[src/rtl/lfsr_gen.sv]
// ---------------------------------------------------------------------------
// lfsr_gen -- parametrised Galois LFSR pseudo-random generator
//
// Shifts toward the MSB; the bit leaving the top (q[WIDTH-1]) is fed back
// into bit 0 and XORed into every tap position selected by POLY. Alongside
// the generator, the block measures the cycle length. It counts enabled steps
// from the last reference state (the reset seed or the last loaded seed)
// until the register returns to that state.
//
// Parameters:
//   WIDTH      register width, 3..32
//   POLY       feedback coefficients c[WIDTH-1:0] of x^WIDTH + sum(c_i x^i);
//              c[0] is implicitly 1 (bit 0 always receives the feedback bit)
//   RESET_SEED non-zero state used at reset and in place of a zero seed
//
// Ports:
//   clk           rising-edge clock
//   rst           asynchronous active-low reset
//   en            advance one step this cycle
//   load          synchronous seed load; wins over en
//   seed          value to load
//   q             current LFSR state
//   serial_out    q[WIDTH-1]
//   seed_err      one-cycle pulse after a load with seed == 0
//   period        last measured period in steps
//   period_valid  one-cycle pulse when period is updated
//
// Control semantics: there is no back-pressure. Each rising edge samples load
// and en once. load=1 always takes effect that cycle, and en is ignored.
// With load=0 and en=1 the generator makes exactly one step. With both low,
// the state holds.
// ---------------------------------------------------------------------------
module lfsr_gen #(
    parameter int               WIDTH      = 6,
    parameter logic [WIDTH-1:0] POLY       = 6'b100001,
    parameter logic [WIDTH-1:0] RESET_SEED = {WIDTH{1'b1}}
) (
    input  logic             clk,
    input  logic             rst,
    input  logic             en,
    input  logic             load,
    input  logic [WIDTH-1:0] seed,
    output logic [WIDTH-1:0] q,
    output logic             serial_out,
    output logic             seed_err,
    output logic [WIDTH-1:0] period,
    output logic             period_valid
);

    logic [WIDTH-1:0] ref_q;     // state the current measurement started from
    logic [WIDTH-1:0] cnt;       // enabled steps since ref_q
    logic [WIDTH-1:0] step_q;    // q after one Galois step
    logic [WIDTH-1:0] cnt_inc;
    logic             fb;

    // Galois step: bit 0 takes the feedback bit. Every other bit takes its
    // lower neighbour, XORed with the feedback bit where POLY has a tap.
    always_comb begin
        fb        = q[WIDTH-1];
        step_q    = '0;
        step_q[0] = fb;
        for (int i = 1; i < WIDTH; i++) begin
            step_q[i] = q[i-1] ^ (POLY[i] & fb);
        end
    end

    // Cannot overflow from a non-zero state: every such state lies on a cycle
    // of at most 2^WIDTH-1 steps that returns to ref_q.
    assign cnt_inc = cnt + {{(WIDTH-1){1'b0}}, 1'b1};

    always_ff @(posedge clk or negedge rst) begin
        if (!rst) begin
            q            <= RESET_SEED;
            ref_q        <= RESET_SEED;
            cnt          <= '0;
            period       <= '0;
            period_valid <= 1'b0;
            seed_err     <= 1'b0;
        end else begin
            // Pulses last one cycle unless re-asserted below.
            period_valid <= 1'b0;
            seed_err     <= 1'b0;
            if (load) begin
                // A load restarts measurement. Any partial count is discarded
                // and period keeps its previous value.
                cnt <= '0;
                if (seed == '0) begin
                    // The all-zero state would lock up the register.
                    q        <= RESET_SEED;
                    ref_q    <= RESET_SEED;
                    seed_err <= 1'b1;
                end else begin
                    q     <= seed;
                    ref_q <= seed;
                end
            end else if (en) begin
                q <= step_q;
                if (step_q == ref_q) begin
                    period       <= cnt_inc;
                    period_valid <= 1'b1;
                    cnt          <= '0;
                end else begin
                    cnt <= cnt_inc;
                end
            end
        end
    end

    assign serial_out = q[WIDTH-1];

endmodule

[config.mk]
export PLATFORM = sky130hd
export DESIGN_NAME = lfsr_gen
export DESIGN_NICKNAME = d
export VERILOG_FILES = /design/src/rtl/lfsr_gen.sv
export SDC_FILE = /design/constraint.sdc
export NUM_CORES = 1
export LEC_CHECK = 0
export BUFFER_PORTS_ARGS = -buffer_cell sky130_fd_sc_hd__clkbuf_2
export CORE_UTILIZATION = 35
export DETAILED_ROUTE_END_ITERATION = 16
export PLACE_DENSITY = 0.63
export SLEW_MARGIN = 40
export SYNTH_ARGS = -nofsm -noshare
export SYNTH_HDL_FRONTEND = slang
export SYNTH_SLANG_ARGS = --single-unit
[constraint.sdc]
create_clock -name clk -period 2.25 [get_ports clk]
set_input_delay 0.1125 -clock clk [delete_from_list [all_inputs] [get_ports clk]]
set_output_delay 0.1125 -clock clk [all_outputs]
set_load 0.05 [all_outputs]
==> key figures <==
Run status
  • Status: completed

Routing
  • # DRC: 0
  • Starting DRT DRC Count: 30
  • WL/cell: about 14 um
  • Total Wirelength: around 2500 um
  • DR vias: approximately 900
  • Initial DRT Pass Iterations: 4
  • Via density: between 4 and 5
  • Antenna Nets Post-Route: 0

Setup path
  • Crit. Startpoint: q[5]$_DFFE_PN1P_
  • Top cell family by delay on the critical path: flip-flops
  • Worst Setup End Kind: flip-flop
  • CP cell instances: xnor3_2, nand4_4, nor2_4, mux2_2
  • R2R Setup Slk: 0.55 ns
  • Crit Reg-Reg Endpoint: period[4]$_DFFE_PN0P_
  • R2R depth: 4
  • Crit. path cell count: 4
  • Startpoint type of the worst setup path: flip-flop
  • Crit path max fanout: 6
  • Slowest cell delay on critical path: between 0.6 and 0.7 ns
  • CP max-delay cell: dfstp_2
  • CP endpoint: period[4]$_DFFE_PN0P_
  • Worst reg2reg path startpoint: q[5]$_DFFE_PN1P_
  • Critical Path RT: 2.48 ns
  • Buf+Inv Stages, Crit Path: 0
  • Crit path kind: reg2reg
  • Crit path DAT: about 1.9 ns

Logic synthesis
  • Post-Synthesis Cells: roughly 110
  • Post-synth EDFFs: 0
  • Post-Syn Area: 1277 um2
  • Register area share after synthesis: ~52%
  • Synth async-reset ratio: 100.0%
  • Syn nets: 123
  • Avg Cell Area, Syn: roughly 11 um2
  • Top FF cell, synth: dfrtp_1
  • Synthesis warning total: 0
  • #FFs+latches synth: 26
  • Yosys cell types: 31

Job
  • Max cap viols: 0

Floorplan
  • Die ar.: a little under 4000 um2
  • Die Height: roughly 62 um
  • Die width: about 62 um
  • Starting density of the core: between 30% and 40%
  • Core footprint: 3416 um2
  • # rows: 21
  • Io pins: 25

Placement
  • Final Wtd Congestion: 0.7723
  • I/O Buffers: 24
  • Hpwl dp: between 1500 and 2000 um

Clock tree
  • CTS tree: yes
  • CTS H-Tree Depth: 1
  • Total clock sinks: 26
  • Setup bufs post-CTS: 0
  • Root Buffer: clkbuf_4
  • # resized after CTS: 0
  • CTS max path bufs: 2
  • Clock buffer count from CTS: 3
  • Worst-Skew Late Latency: 0.32 ns
  • Reg clk slew, reported paths: 0.14 ns

STA
  • Worst-Margin Slew: approximately 0.63 ns
  • Setup TNS: 0 ns
  • Final Critical Period: 1.702 ns
  • Fin crit share: 75.63%
  • Max-slew violation count: 0
  • RSZ-0062 raised after global routing: no
  • Fmax: between 500 and 600 MHz
  • Slew headroom: 57.68%
  • Final setup fails: 0
  • Hold slack: approximately 0.13 ns
  • Fin. Hold Viols: 0
  • Clock skew: about 0.0072 ns

Pwr
  • Leakage: approximately 0.70 nW
  • P per Cell Area: 703.7 nW/um2
  • VDD IR max: around 0.28 mV

Final layout
  • Share of layout cells above drive strength 1: 40.58%
  • Commonest non-fill, non-tap cells in the layout: clkbuf_2, nand2_1, dfrtp_1
  • Final net count: 150
  • FF/Latch Area: 665.6 um2
  • Core Util, Final: roughly 43%
  • Area growth, synth to finish: 16.26%
  • Multi-input logic area: roughly 580 um2
  • Fill cells: around 340
  • Commonest non-fill, non-tap cell in the layout: clkbuf_2
  • Ant. Diodes: 0

Global routing
  • Total gr overflow: 0
  • Largest net degree at the start of global routing: 27
  • Initial antenna violation count: 0
  • Vias in the first global route: a little under 1000
  • First-pass GRT wire length: approximately 4600 um
  • Tot GR Track Use: between 10% and 20%

Min path
  • Worst hold-check path type: in2reg
-- power breakdown --
part	total (mW)	internal (mW)	switching, mW
combinational	0.284	0.0965	0.187
clock	0.203	0.0651	0.138
sequential	0.559	0.524	0.0351
-- stage by stage --
stage	setup slack [ns]	std cells	instance area [um2]	power, mW
finish	0.5484	184	1485	1.045
global route	0.4452	184	1485	1.114
CTS	0.5175	184	1485	1.063
detailed placement	0.5345	178	1439	0.8517
global placement	0.5826	178	1439	0.8476
floorplan	0.4143	112	1277	0.7810
-- synth_stat cells (2+ instances only) --
| library cell | number | area, um2 |
|---|---|---|
| dfstp_2 | 12 | 315.3 |
| mux2_2 | 10 | 112.6 |
| inv_1 | 2 | 7.510 |
| nand2_1 | 15 | 56.30 |
| dfrtp_1 | 14 | 350.3 |
| xor2_1 | 4 | 35.03 |
| o21ai_0 | 11 | 55.05 |
| nor2_1 | 4 | 15.01 |
| a211oi_1 | 2 | 15.01 |
| a32o_1 | 2 | 20.02 |
| xnor2_1 | 8 | 70.07 |
| nand2b_1 | 5 | 31.28 |
| clkbuf_1 | 3 | 11.26 |
| nand3_1 | 3 | 15.01 |
-- worst min-delay path, stage by stage --
cell      delay, ns
clkbuf_2       0.11
nand2b_1       0.10
o21ai_0        0.09
nand2_1        0.06
-- sequential cells by signal, summed over array words and instances, names as in the netlist --
| name | cells |
|---|---|
| cnt | 6 |
| period | 6 |
| period_valid | 1 |
| q | 6 |
| ref_q | 6 |
| seed_err | 1 |
-- metal layers --
layer / wire, um / vias up / part of all wire [%] / GRT usage (%)
li1: - / 440 / - / -
met1: 1178 / 442 / 46 / 19.06
met2: 1243 / 15 / 49 / 25.00
met3: 57 / 5 / 2.2 / 1.277
met4: 55 / 0 / 2.2 / 7.849
met5: 0 / - / 0 / 0
-- cells by family (layout without fill, tap and decap cells) --
logic type               after synthesis  count (layout)  share of synthesized area (%)
AO/OA/AOI/OAI                         19              19                          9.696
XOR/XNOR                              13              13                          10.09
adder cells (fa/ha/maj)                1               1                         0.9793
buffers and inverters                  7              33                          2.449
flip-flops                            26              26                          52.11
multiplexers                          11              11                          9.599
AND/OR/NAND/NOR                       35              35                          15.08
-- cell type report --
| type | instances | area share, % |
|---|---|---|
| sequential | 26 | 44.82 |
| clock inverter | 1 | 0.2527 |
| clock buffer | 3 | 1.516 |
| multi-input combinational | 79 | 39.09 |
| inverter | 2 | 0.5055 |
| tap | 46 | 3.875 |
| timing repair buffer | 27 | 9.941 |
-- worst min path at each step --
stage	from	end	slack, ns	cells past startpoint
floorplan	rst	cnt[0]$_DFFE_PN0P_	-0.18	0
global placement	rst	seed_err$_DFF_PN0_	0.15	1
detailed placement	rst	seed_err$_DFF_PN0_	0.17	1
CTS	load	ref_q[1]$_DFFE_PN1P_	0.09	4
global route	seed[4]	ref_q[4]$_DFFE_PN1P_	0.12	4
finish	load	ref_q[1]$_DFFE_PN1P_	0.13	4
-- what timing repair did --
item,in CTS,in global routing
endpoints found under the hold margin,15,0
hold buffers,2,0
setup endpoints to repair,0,0
Note: power is estimated with default switching activity, not from simulation.
